$ cat src/rtl/mc_ctrl_pkg.sv
// Shared types and encodings for the handshaking multicycle MIPS-subset controller.
// Mux-select values match the existing datapath wiring.
package mc_ctrl_pkg;

  typedef enum logic [3:0] {
    S_FETCH  = 4'd0,
    S_DECODE = 4'd1,
    S_MEMADR = 4'd2,
    S_MEMRD  = 4'd3,
    S_MEMWB  = 4'd4,
    S_MEMWR  = 4'd5,
    S_EXE_R  = 4'd6,
    S_EXE_I  = 4'd7,
    S_ALUWB  = 4'd8,
    S_BRANCH = 4'd9,
    S_JUMP   = 4'd10,
    S_JREG   = 4'd11,
    S_TRAP   = 4'd12
  } state_t;

  typedef enum logic [2:0] {
    C_LOAD, C_STORE, C_RTYPE, C_ITYPE, C_BRANCH, C_JUMP, C_JREG, C_ILLEGAL
  } inst_cls_t;

  localparam logic [5:0] OP_RTYPE = 6'h00;
  localparam logic [5:0] OP_J     = 6'h02;
  localparam logic [5:0] OP_JAL   = 6'h03;
  localparam logic [5:0] OP_BEQ   = 6'h04;
  localparam logic [5:0] OP_BNE   = 6'h05;
  localparam logic [5:0] OP_ADDI  = 6'h08;
  localparam logic [5:0] OP_ORI   = 6'h0D;
  localparam logic [5:0] OP_LUI   = 6'h0F;
  localparam logic [5:0] OP_LW    = 6'h23;
  localparam logic [5:0] OP_SW    = 6'h2B;

  localparam logic [5:0] F_SLL  = 6'h00;
  localparam logic [5:0] F_SRL  = 6'h02;
  localparam logic [5:0] F_JR   = 6'h08;
  localparam logic [5:0] F_JALR = 6'h09;
  localparam logic [5:0] F_ADD  = 6'h20;
  localparam logic [5:0] F_ADDU = 6'h21;
  localparam logic [5:0] F_SUB  = 6'h22;
  localparam logic [5:0] F_SUBU = 6'h23;
  localparam logic [5:0] F_AND  = 6'h24;
  localparam logic [5:0] F_OR   = 6'h25;
  localparam logic [5:0] F_SLT  = 6'h2A;

  localparam logic [3:0] ALU_ADD = 4'd0;
  localparam logic [3:0] ALU_SUB = 4'd1;
  localparam logic [3:0] ALU_AND = 4'd2;
  localparam logic [3:0] ALU_OR  = 4'd3;
  localparam logic [3:0] ALU_SLT = 4'd4;
  localparam logic [3:0] ALU_SLL = 4'd5;
  localparam logic [3:0] ALU_SRL = 4'd6;
  localparam logic [3:0] ALU_LUI = 4'd7;

  localparam logic [1:0] PCS_PC4   = 2'd0;
  localparam logic [1:0] PCS_BR    = 2'd1;
  localparam logic [1:0] PCS_JMP   = 2'd2;
  localparam logic [1:0] PCS_REG   = 2'd3;
  localparam logic [1:0] ASA_PC    = 2'd0;
  localparam logic [1:0] ASA_RS    = 2'd1;
  localparam logic [1:0] ASA_SHAMT = 2'd2;
  localparam logic [1:0] ASB_RT    = 2'd0;
  localparam logic [1:0] ASB_4     = 2'd1;
  localparam logic [1:0] ASB_IMM   = 2'd2;
  localparam logic [1:0] ASB_BR    = 2'd3;
  localparam logic [1:0] GPR_RD    = 2'd0;
  localparam logic [1:0] GPR_RT    = 2'd1;
  localparam logic [1:0] GPR_RA    = 2'd2;
  localparam logic [1:0] WD_ALU    = 2'd0;
  localparam logic [1:0] WD_MEM    = 2'd1;
  localparam logic [1:0] WD_PC     = 2'd2;

  function automatic logic is_mem_state(input state_t s);
    return (s == S_FETCH) || (s == S_MEMRD) || (s == S_MEMWR);
  endfunction

endpackage

$ cat src/rtl/mc_ctrl_dec.sv
// Combinational instruction decoder: Op/Funct to instruction class, ALU op and
// sign-extension select, plus the few flags the FSM needs to tell variants apart.
module mc_ctrl_dec
  import mc_ctrl_pkg::*;
(
  input  logic [5:0] op,
  input  logic [5:0] funct,
  output inst_cls_t  cls,
  output logic [3:0] alu_op,
  output logic       ext_op,
  output logic       is_shift,
  output logic       is_link,
  output logic       is_bne
);

  always_comb begin
    cls      = C_ILLEGAL;
    alu_op   = ALU_ADD;
    ext_op   = 1'b0;
    is_shift = 1'b0;
    is_link  = 1'b0;
    is_bne   = 1'b0;
    case (op)
      OP_RTYPE: begin
        case (funct)
          F_ADD, F_ADDU: begin cls = C_RTYPE; alu_op = ALU_ADD; end
          F_SUB, F_SUBU: begin cls = C_RTYPE; alu_op = ALU_SUB; end
          F_AND:         begin cls = C_RTYPE; alu_op = ALU_AND; end
          F_OR:          begin cls = C_RTYPE; alu_op = ALU_OR;  end
          F_SLT:         begin cls = C_RTYPE; alu_op = ALU_SLT; end
          F_SLL:         begin cls = C_RTYPE; alu_op = ALU_SLL; is_shift = 1'b1; end
          F_SRL:         begin cls = C_RTYPE; alu_op = ALU_SRL; is_shift = 1'b1; end
          F_JR:          cls = C_JREG;
          F_JALR:        begin cls = C_JREG; is_link = 1'b1; end
          default:       cls = C_ILLEGAL;
        endcase
      end
      OP_LW:   begin cls = C_LOAD;   ext_op = 1'b1; end
      OP_SW:   begin cls = C_STORE;  ext_op = 1'b1; end
      OP_ADDI: begin cls = C_ITYPE;  ext_op = 1'b1; alu_op = ALU_ADD; end
      OP_ORI:  begin cls = C_ITYPE;  alu_op = ALU_OR;  end
      OP_LUI:  begin cls = C_ITYPE;  alu_op = ALU_LUI; end
      OP_BEQ:  begin cls = C_BRANCH; alu_op = ALU_SUB; end
      OP_BNE:  begin cls = C_BRANCH; alu_op = ALU_SUB; is_bne = 1'b1; end
      OP_J:    cls = C_JUMP;
      OP_JAL:  begin cls = C_JUMP; is_link = 1'b1; end
      default: cls = C_ILLEGAL;
    endcase
  end

endmodule

$ cat src/rtl/mc_ctrl_hs.sv
// Multicycle MIPS-subset controller with a memory request/ready handshake,
// a per-access timeout watchdog and a sticky illegal-instruction/timeout trap.
module mc_ctrl_hs
  import mc_ctrl_pkg::*;
#(
  parameter int ALUOP_W = 4,
  parameter int TIMEOUT = 16,
  parameter int CNT_W   = $clog2(TIMEOUT + 1)
) (
  input  logic               clk,
  input  logic               rst,
  input  logic [5:0]         Op,
  input  logic [5:0]         Funct,
  input  logic               Zero,
  input  logic               mem_ready,
  output logic               mem_req,
  output logic               RegWrite,
  output logic               MemWrite,
  output logic               PCWrite,
  output logic               IRWrite,
  output logic               EXTOp,
  output logic               IorD,
  output logic [ALUOP_W-1:0] ALUOp,
  output logic [1:0]         PCSource,
  output logic [1:0]         ALUSrcA,
  output logic [1:0]         ALUSrcB,
  output logic [1:0]         GPRSel,
  output logic [1:0]         WDSel,
  output logic               fault,
  output logic [3:0]         state_dbg
);

  localparam int CW = (CNT_W < 1) ? 1 : CNT_W;

  state_t         state, state_nx;
  logic [CW-1:0]  wait_cnt;
  logic           fault_q;
  logic [1:0]     gpr_sel_q;
  logic           in_mem, timeout;
  logic [3:0]     alu_sel;

  inst_cls_t      dec_cls;
  logic [3:0]     dec_alu;
  logic           dec_ext, dec_shift, dec_link, dec_bne;

  mc_ctrl_dec u_dec (
    .op       (Op),
    .funct    (Funct),
    .cls      (dec_cls),
    .alu_op   (dec_alu),
    .ext_op   (dec_ext),
    .is_shift (dec_shift),
    .is_link  (dec_link),
    .is_bne   (dec_bne)
  );

  // Handshake: mem_req stays high for the whole access; the access completes in
  // the cycle mem_ready is sampled high with mem_req high. mem_ready alone is ignored.
  assign in_mem  = is_mem_state(state);
  assign timeout = (TIMEOUT > 0) && in_mem && !mem_ready
                   && (wait_cnt == CW'(TIMEOUT - 1));

  always_ff @(posedge clk) begin
    if (rst) begin
      state     <= S_FETCH;
      wait_cnt  <= '0;
      fault_q   <= 1'b0;
      gpr_sel_q <= GPR_RD;
    end else begin
      state <= state_nx;
      if (in_mem && !mem_ready) wait_cnt <= wait_cnt + CW'(1);
      else                      wait_cnt <= '0;
      if (state_nx == S_TRAP) fault_q <= 1'b1;
      if (state == S_EXE_R)      gpr_sel_q <= GPR_RD;
      else if (state == S_EXE_I) gpr_sel_q <= GPR_RT;
    end
  end

  always_comb begin
    state_nx = state;
    case (state)
      S_FETCH:  if (timeout) state_nx = S_TRAP;
                else if (mem_ready) state_nx = S_DECODE;
      S_DECODE: begin
        case (dec_cls)
          C_LOAD, C_STORE: state_nx = S_MEMADR;
          C_RTYPE:         state_nx = S_EXE_R;
          C_ITYPE:         state_nx = S_EXE_I;
          C_BRANCH:        state_nx = S_BRANCH;
          C_JUMP:          state_nx = S_JUMP;
          C_JREG:          state_nx = S_JREG;
          default:         state_nx = S_TRAP;
        endcase
      end
      S_MEMADR: state_nx = (dec_cls == C_LOAD) ? S_MEMRD : S_MEMWR;
      S_MEMRD:  if (timeout) state_nx = S_TRAP;
                else if (mem_ready) state_nx = S_MEMWB;
      S_MEMWR:  if (timeout) state_nx = S_TRAP;
                else if (mem_ready) state_nx = S_FETCH;
      S_EXE_R, S_EXE_I: state_nx = S_ALUWB;
      S_MEMWB, S_ALUWB, S_BRANCH, S_JUMP, S_JREG: state_nx = S_FETCH;
      S_TRAP:   state_nx = S_TRAP;
      default:  state_nx = S_TRAP;
    endcase
  end

  always_comb begin
    mem_req  = 1'b0;
    RegWrite = 1'b0;
    MemWrite = 1'b0;
    PCWrite  = 1'b0;
    IRWrite  = 1'b0;
    EXTOp    = 1'b0;
    IorD     = 1'b0;
    alu_sel  = ALU_ADD;
    PCSource = PCS_PC4;
    ALUSrcA  = ASA_PC;
    ALUSrcB  = ASB_RT;
    GPRSel   = GPR_RD;
    WDSel    = WD_ALU;
    case (state)
      S_FETCH: begin
        mem_req = 1'b1;
        if (mem_ready) begin
          IRWrite = 1'b1;
          PCWrite = 1'b1;
          ALUSrcB = ASB_4;
        end
      end
      S_DECODE: ALUSrcB = ASB_BR;
      S_MEMADR: begin
        ALUSrcA = ASA_RS;
        ALUSrcB = ASB_IMM;
        EXTOp   = 1'b1;
      end
      S_MEMRD: begin
        mem_req = 1'b1;
        IorD    = 1'b1;
      end
      S_MEMWB: begin
        RegWrite = 1'b1;
        GPRSel   = GPR_RT;
        WDSel    = WD_MEM;
      end
      S_MEMWR: begin
        mem_req  = 1'b1;
        IorD     = 1'b1;
        MemWrite = mem_ready;
      end
      S_EXE_R: begin
        ALUSrcA = dec_shift ? ASA_SHAMT : ASA_RS;
        ALUSrcB = ASB_RT;
        alu_sel = dec_alu;
      end
      S_EXE_I: begin
        ALUSrcA = ASA_RS;
        ALUSrcB = ASB_IMM;
        EXTOp   = dec_ext;
        alu_sel = dec_alu;
      end
      S_ALUWB: begin
        RegWrite = 1'b1;
        GPRSel   = gpr_sel_q;
      end
      S_BRANCH: begin
        ALUSrcA  = ASA_RS;
        alu_sel  = ALU_SUB;
        PCSource = PCS_BR;
        PCWrite  = dec_bne ? ~Zero : Zero;
      end
      S_JUMP: begin
        PCSource = PCS_JMP;
        PCWrite  = 1'b1;
        if (dec_link) begin
          RegWrite = 1'b1;
          GPRSel   = GPR_RA;
          WDSel    = WD_PC;
        end
      end
      S_JREG: begin
        ALUSrcA  = ASA_RS;
        PCSource = PCS_REG;
        PCWrite  = 1'b1;
        if (dec_link) begin
          RegWrite = 1'b1;
          WDSel    = WD_PC;
        end
      end
      default: ;
    endcase
    if (rst) begin
      mem_req  = 1'b0;
      RegWrite = 1'b0;
      MemWrite = 1'b0;
      PCWrite  = 1'b0;
      IRWrite  = 1'b0;
    end
  end

  assign ALUOp     = ALUOP_W'(alu_sel);
  assign fault     = fault_q;
  assign state_dbg = state;

endmodule

$ cat config.mk
export PLATFORM = sky130hd
export DESIGN_NAME = mc_ctrl_hs
export DESIGN_NICKNAME = d
export VERILOG_FILES = /design/src/rtl/mc_ctrl_pkg.sv /design/src/rtl/mc_ctrl_dec.sv /design/src/rtl/mc_ctrl_hs.sv
export SDC_FILE = /design/constraint.sdc
export NUM_CORES = 1
export LEC_CHECK = 0
export BUFFER_PORTS_ARGS = -buffer_cell sky130_fd_sc_hd__clkbuf_2
export CAP_MARGIN = 20
export CORE_MARGIN = 10
export CORE_UTILIZATION = 55
export CTS_BUF_LIST = sky130_fd_sc_hd__clkbuf_8 sky130_fd_sc_hd__clkbuf_16
export CTS_CLUSTER_SIZE = 24
export DETAILED_ROUTE_END_ITERATION = 6
export HOLD_SLACK_MARGIN = 0.03
export PLACE_DENSITY = 0.85
export SETUP_SLACK_MARGIN = 0.02
export SKIP_LAST_GASP = 1
export SYNTH_ARGS = -nofsm -noshare
export SYNTH_HDL_FRONTEND = slang
export SYNTH_SLANG_ARGS = --single-unit
export TNS_END_PERCENT = 20
$ cat constraint.sdc
create_clock -name clk -period 4.2 [get_ports clk]
set_input_delay 0.21 -clock clk [delete_from_list [all_inputs] [get_ports clk]]
set_output_delay 0.21 -clock clk [all_outputs]
set_load 0.02 [all_outputs]
==> impl_metrics.yaml, run 1 <==
routing:
  drc: 0
  initialDrtViolationCount: 202
  postRouteAntennaNets: 0
  wl_per_cell_um: 15.51
  routed_wl_um: 3799
  vias: 1523
  via_per_inst: 6.216
  drtPass1Iterations: 5
power:
  total_power_mw: 0.3403
  clkPwrFrac: 0.300
  internal-power_mw: 0.2174
  ir_drop_uv: 112.5
  netSwitchingFraction: 0.3614
  p_comb_frac: 0.343
  leakagePower_nw: 0.6447
  switchingPower_mw: 0.1230
  p_seq_frac: 0.357
  power_density_nw_per_um2: 224.6
synthesis:
  synth-warning-count: 0
  synth_top_area_frac: 0.1667
  synth-main-ff-cell: "dfxtp_1"
  syn_area_per_cell_um2: 6.918
  synth.distinct_cells: 56
  ys_async_sr_fraction: 0
  yosysSeqAreaShare: 0.1667
  synthesis.nets: 209
  synth-seq-cells: 11
  ys_top_cells_by_area: "dfxtp_1, nor2_1, a21oi_1"
  syn-cell-area_um2: 1321
  synth_edf_count: 0
  yosysTopAreaCell: "dfxtp_1"
  syn_inst: 191
grt:
  grt_pass1_vias: 1352
  gr-total-overflow: 0
  grt_pass1_wl_um: 6251
  track_usage: 0.1464
  antenna_found_initial: 0
  grt_max_degree: 27
timing:
  tightest_slew_ns: 0.7596
  setup_violations: 0
  maxSlewViolCount: 0
  fmax_ghz: 0.3914
  rsz0062_at_grt: "no"
  fin_crit_sh: 0.6083
  timing.slew.headroom: 0.4929
  final.min_clock_period_ns: 2.555
  tns_ns: 0
  fin_skew_ns: 0.004451
  finalHoldViolCount: 0
min_path:
  min_path_type: "primary input to register"
clock_tree:
  cts_setup_buffers: 0
  clockBufferDepth: 2
  cts_resized: 0
  cts_buffers: 3
  clk_pin_slew_worst_paths_ns: 0.05
  clk_latency_ns: 0.24
  h-tree-depth: 1
  cts_tree: "built"
  cts_hold_buf: 0
  cts_root_buf: "clkbuf_8"
  cts_sinks: 11
placed_design:
  gp_congestion: 0.9495
  portBuffers: 40
  dpl.hpwl_um: 2921
job:
  cap_violations: 0
setup_path:
  cp_max_fo: 17
  critical_path_class: "register to output port"
  cp-start-kind: "register"
  regToRegSetupSlack_ns: 2.25
  cp_slowest_stage_delay_ns: 0.63
  cp_cell_sequence: "and2b_1, nand2_1, nor3_1, or3b_2, a21oi_1, clkbuf_2"
  critPathArrivalTime_ns: 2.34
  cp_slowest_cell: "dfxtp_1"
  worst_setup_path_end_kind: "output port"
  cp.required_ns: 3.99
layout:
  antenna_cells: 0
  drive_gt1_frac: 0.2396
  regArea_um2: 220.2
  fill_cells: 195
  multiInputGateArea_um2: 992.2
  syn_to_final_growth_pct: 14.68
  mostFrequentLayoutCells: "clkbuf_2, nor2_1, a21oi_1"
  fin_nets: 236
  final_common_cell: "clkbuf_2"
outcome:
  outcome: "finished clean"
die:
  die_area_um2: 4763
  coreArea_um2: 2255
  die_h_um: 69.02
  rows: 17
  die_w_um: 69.02
  io-pin-count: 42
  start_util: 0.5860
==> cell families after synthesis <==
family	after synthesis	share of synthesized area
muxes	3	0.02462
other	1	0.002838
adders and majority gates	2	0.01894
DFF	11	0.1667
AOI/OAI and AO/OA	48	0.2462
xor gates and xnor gates	5	0.03314
and+or+nand+nor	97	0.4252
buffers and inverters	24	0.08238
==> power by group through the flow <==
| stage | logic, mW | registers [mW] | clock network, mW |
|---|---|---|---|
| finish | 0.117 | 0.121 | 0.102 |
| global route | 0.128 | 0.123 | 0.110 |
| CTS | 0.116 | 0.121 | 0.104 |
| detailed placement | 0.115 | 0.123 | 0 |
| global placement | 0.111 | 0.122 | 0 |
| floorplan | 0.0896 | 0.117 | 0 |
==> cell type report <==
class | count | share of cell area
tap | 28 | 0.02312
clock inverter | 1 | 0.002477
multi-input combinational | 156 | 0.6548
inverter | 6 | 0.01486
timing repair buffer | 40 | 0.1321
clock buffer | 3 | 0.02725
sequential | 11 | 0.1453
==> per-layer routing <==
layer,part of all wire,GRT usage,vias to the layer above
met3,0.080,0.02568,7
met5,0,0,-
li1,-,-,753
met4,0.019,0.06652,0
met2,0.48,0.2329,64
met1,0.42,0.1850,699
==> critical path, delay by kind of cell, from the launching register on <==
family                 cells  cell delay, ns
buffers and inverters      1            0.18
and+or+nand+nor            4            1.17
DFF                        1            0.63
AOI/OAI and AO/OA          1            0.13
==> flip-flops by register name, indices dropped and copies added (netlist names) <==
register,flops
gpr_sel_q,1
fault,1
state_dbg,4
wait_cnt,5
==> path summary, 6_finish.rpt <==
kind                              startpoint           end  cells after the start
worst min register to register   wait_cnt[0]   wait_cnt[0]                      1
worst min-delay path                     rst  state_dbg[3]                      2
worst max register to register   wait_cnt[0]         fault                      8
worst max-delay path            state_dbg[2]      ALUOp[2]                      6
==> cell usage after synthesis, types with 2 or more instances <==
cell type   n
nor4b_1     3
nand4_1     4
o211ai_1    3
a31oi_1     4
nor3b_1     6
or2_2       2
nand3_1     6
ha_1        2
inv_1       6
and3_1      2
nor4_1      2
xnor2_1     4
nand2_1     8
and2_1      6
nand2b_1    5
nor3_1      9
and4b_1     2
mux2_2      2
o31a_1      2
a21oi_1    12
or3_1       4
buf_2       6
dfxtp_1    11
or4_1       2
a211oi_1    2
clkbuf_1    9
a211o_1     2
nor2b_1     3
o21ai_0    10
nor2_1     24
nand3b_1    3
==> through the flow <==
| step | std cells | area (um^2) | setup WS (ns) | utilization | hold slack [ns] |
|---|---|---|---|---|---|
| 6_report | 245 | 1515 | 1.645 | 0.6720 | 0.3040 |
| 5_1_grt | 245 | 1515 | 1.428 | 0.6720 | 0.3322 |
| 4_1_cts | 245 | 1515 | 1.661 | 0.6720 | 0.2947 |
| 3_3_place_gp | 241 | 1470 | 1.987 | 0.6521 | 0.4298 |
| 3_5_place_dp | 241 | 1470 | 1.933 | 0.6521 | 0.4481 |
| 2_1_floorplan | 191 | 1321 | 2.159 | - | 0.4175 |
Note: power is estimated with default switching activity, not from simulation.
==> run 2: changes to the inputs <==
--- a/config.mk
+++ b/config.mk
@@ -8,12 +8,12 @@
 export BUFFER_PORTS_ARGS = -buffer_cell sky130_fd_sc_hd__clkbuf_2
 export CAP_MARGIN = 20
 export CORE_MARGIN = 10
-export CORE_UTILIZATION = 55
+export CORE_UTILIZATION = 46
 export CTS_BUF_LIST = sky130_fd_sc_hd__clkbuf_8 sky130_fd_sc_hd__clkbuf_16
 export CTS_CLUSTER_SIZE = 24
 export DETAILED_ROUTE_END_ITERATION = 6
 export HOLD_SLACK_MARGIN = 0.03
-export PLACE_DENSITY = 0.85
+export PLACE_DENSITY = 0.76
 export SETUP_SLACK_MARGIN = 0.02
 export SKIP_LAST_GASP = 1
 export SYNTH_ARGS = -nofsm -noshare
==> constraint.sdc (replaced) <==
create_clock -name clk -period 2.2 [get_ports clk]
set_input_delay 0.11 -clock clk [delete_from_list [all_inputs] [get_ports clk]]
set_output_delay 0.11 -clock clk [all_outputs]
set_load 0.02 [all_outputs]
==> run 2 against run 1 <==
Net effect: count of clock-buffer cells in the layout did not move; first-iteration DRC count down 60%; clock power increased by 90%; core utilization shrank 11 points; power up 92%; routed wire length down 3.0%; setup slack got worse by 1.5 ns; non-clock buffer count is 5 higher; die area increased by 14%; highest routed layer unchanged.
==> impl_metrics.yaml, run 2 (same netlist as run 1, synthesis figures left out) <==
setup_path:
  cp_max_fo: 5
  critical_path_class: "register to output port"
  cp_cell_sequence: "and2b_1, nand2_1, nor3_2, or3b_2, a21oi_1, clkbuf_2"
  cp-start-kind: "register"
  cp_slowest_stage_delay_ns: 0.47
  critPathArrivalTime_ns: 1.92
  cp.required_ns: 2.09
  cpLargestDelayFamily: "simple AND/OR/NAND/NOR gates"
  cp_slowest_cell: "or3b_2"
  worst_setup_path_end_kind: "output port"
  worst-path-buf-inv: 1
  reg2reg_depth: 8
  cp.depth: 6
die:
  die_w_um: 73.60
  coreArea_um2: 2758
  start_util: 0.4791
  rows: 19
  io-pin-count: 42
  die_h_um: 73.60
  die_area_um2: 5416
layout:
  syn_to_final_growth_pct: 18.18
  antenna_cells: 0
  mostFrequentLayoutCells: "clkbuf_2, nor2_1, a21oi_1"
  drive_gt1_frac: 0.2613
  post-route-util: 0.5662
  fin_nets: 241
  largest_reg_flops: 5
  stdcell_area_um2: 1562
  final_common_cell: "clkbuf_2"
  regMostFlops: "wait_cnt"
timing:
  fin_skew_ns: 0.003007
  tns_ns: 0
  setup_violations: 0
  final.min_clock_period_ns: 2.029
  maxSlewViolCount: 0
  fmax_ghz: 0.4929
  fin_crit_sh: 0.9221
  rsz0062_at_grt: "no"
  finalHoldViolCount: 0
routing:
  vias: 1474
  drc: 0
  wl_per_cell_um: 14.57
  routed_wl_um: 3686
  drtPass1Iterations: 6
  postRouteAntennaNets: 0
  initialDrtViolationCount: 81
  via_per_inst: 5.826
grt:
  antenna_found_initial: 0
  track_usage: 0.1369
  gr-total-overflow: 0
  grt_max_degree: 24
  grt_pass1_wl_um: 6182
  grt_pass1_vias: 1355
clock_tree:
  h-tree-depth: 1
  cts_tree: "built"
  clk_pin_slew_worst_paths_ns: 0.05
  clockBufferDepth: 2
  cts_root_buf: "clkbuf_8"
  cts_sinks: 11
  clk_latency_ns: 0.23
  cts_buffers: 3
  cts_hold_buf: 0
placed_design:
  dpl_cell_area_um2: 1511
  gp_congestion: 0.8256
  portBuffers: 40
  dpl.hpwl_um: 2772
power:
  switchingPower_mw: 0.2329
  ir_drop_uv: 334.0
  p_seq_frac: 0.332
  internal-power_mw: 0.4220
  p_comb_frac: 0.373
  leakagePower_nw: 0.6727
  clkPwrFrac: 0.296
  netSwitchingFraction: 0.3556
  power_density_nw_per_um2: 419.4
min_path:
  min_path_type: "primary input to register"
  whs_path_depth: 2
outcome:
  outcome: "finished clean"
job:
  cap_violations: 0
run 2: cell type report:
cell class	instances	area [um^2]
clock inverters	1	3.754
flip-flops and latches	11	220.2
repair buffers	45	237.7
inverters	6	22.52
fillers	261	1196
clock buffers	3	41.29
well taps	31	38.79
multi-input cells	156	997.2
run 2: power by group through the flow:
stage	Clock (mW)	Combinational (mW)	Sequential, mW
detailed placement	0	0.242	0.221
global route	0.207	0.272	0.219
global placement	0	0.240	0.220
CTS	0.196	0.244	0.217
floorplan	0	0.171	0.223
finish	0.194	0.244	0.217
run 2: worst paths after layout:
| kind | from | to | slack, ns |
|---|---|---|---|
| setup reg to reg | wait_cnt[0] | fault | 0.25 |
| setup / recovery | state_dbg[3] | ALUOp[2] | 0.17 |
| hold reg to reg | wait_cnt[0] | wait_cnt[0] | 0.45 |
| hold / removal | rst | gpr_sel_q[0] | 0.21 |
run 2: stage by stage:
stage                     setup WS [ns]  cells  hold WS [ns]  total power [mW]
final                            0.1714    253        0.2078            0.6549
after global routing            0.03928    253        0.2246            0.6982
after CTS                        0.1002    253        0.2140            0.6567
after detailed placement         0.3357    249        0.4454            0.4622
after global placement           0.3381    249        0.4332            0.4605
after floorplan                  0.2593    191        0.3888            0.3945
run 2: routing by layer:
| layer | part of all wire | up-vias | track usage |
|---|---|---|---|
| met5 | 0 | - | 0 |
| met4 | 0.012 | 0 | 0.05590 |
| met3 | 0.059 | 4 | 0.02692 |
| met2 | 0.46 | 43 | 0.2140 |
| met1 | 0.47 | 666 | 0.1776 |
| li1 | - | 761 | - |
run 2: what timing repair did:
action	4_1_cts	5_1_grt
setup buffers	0	0
endpoints found under the setup margin	0	2
gates resized for setup	0	1
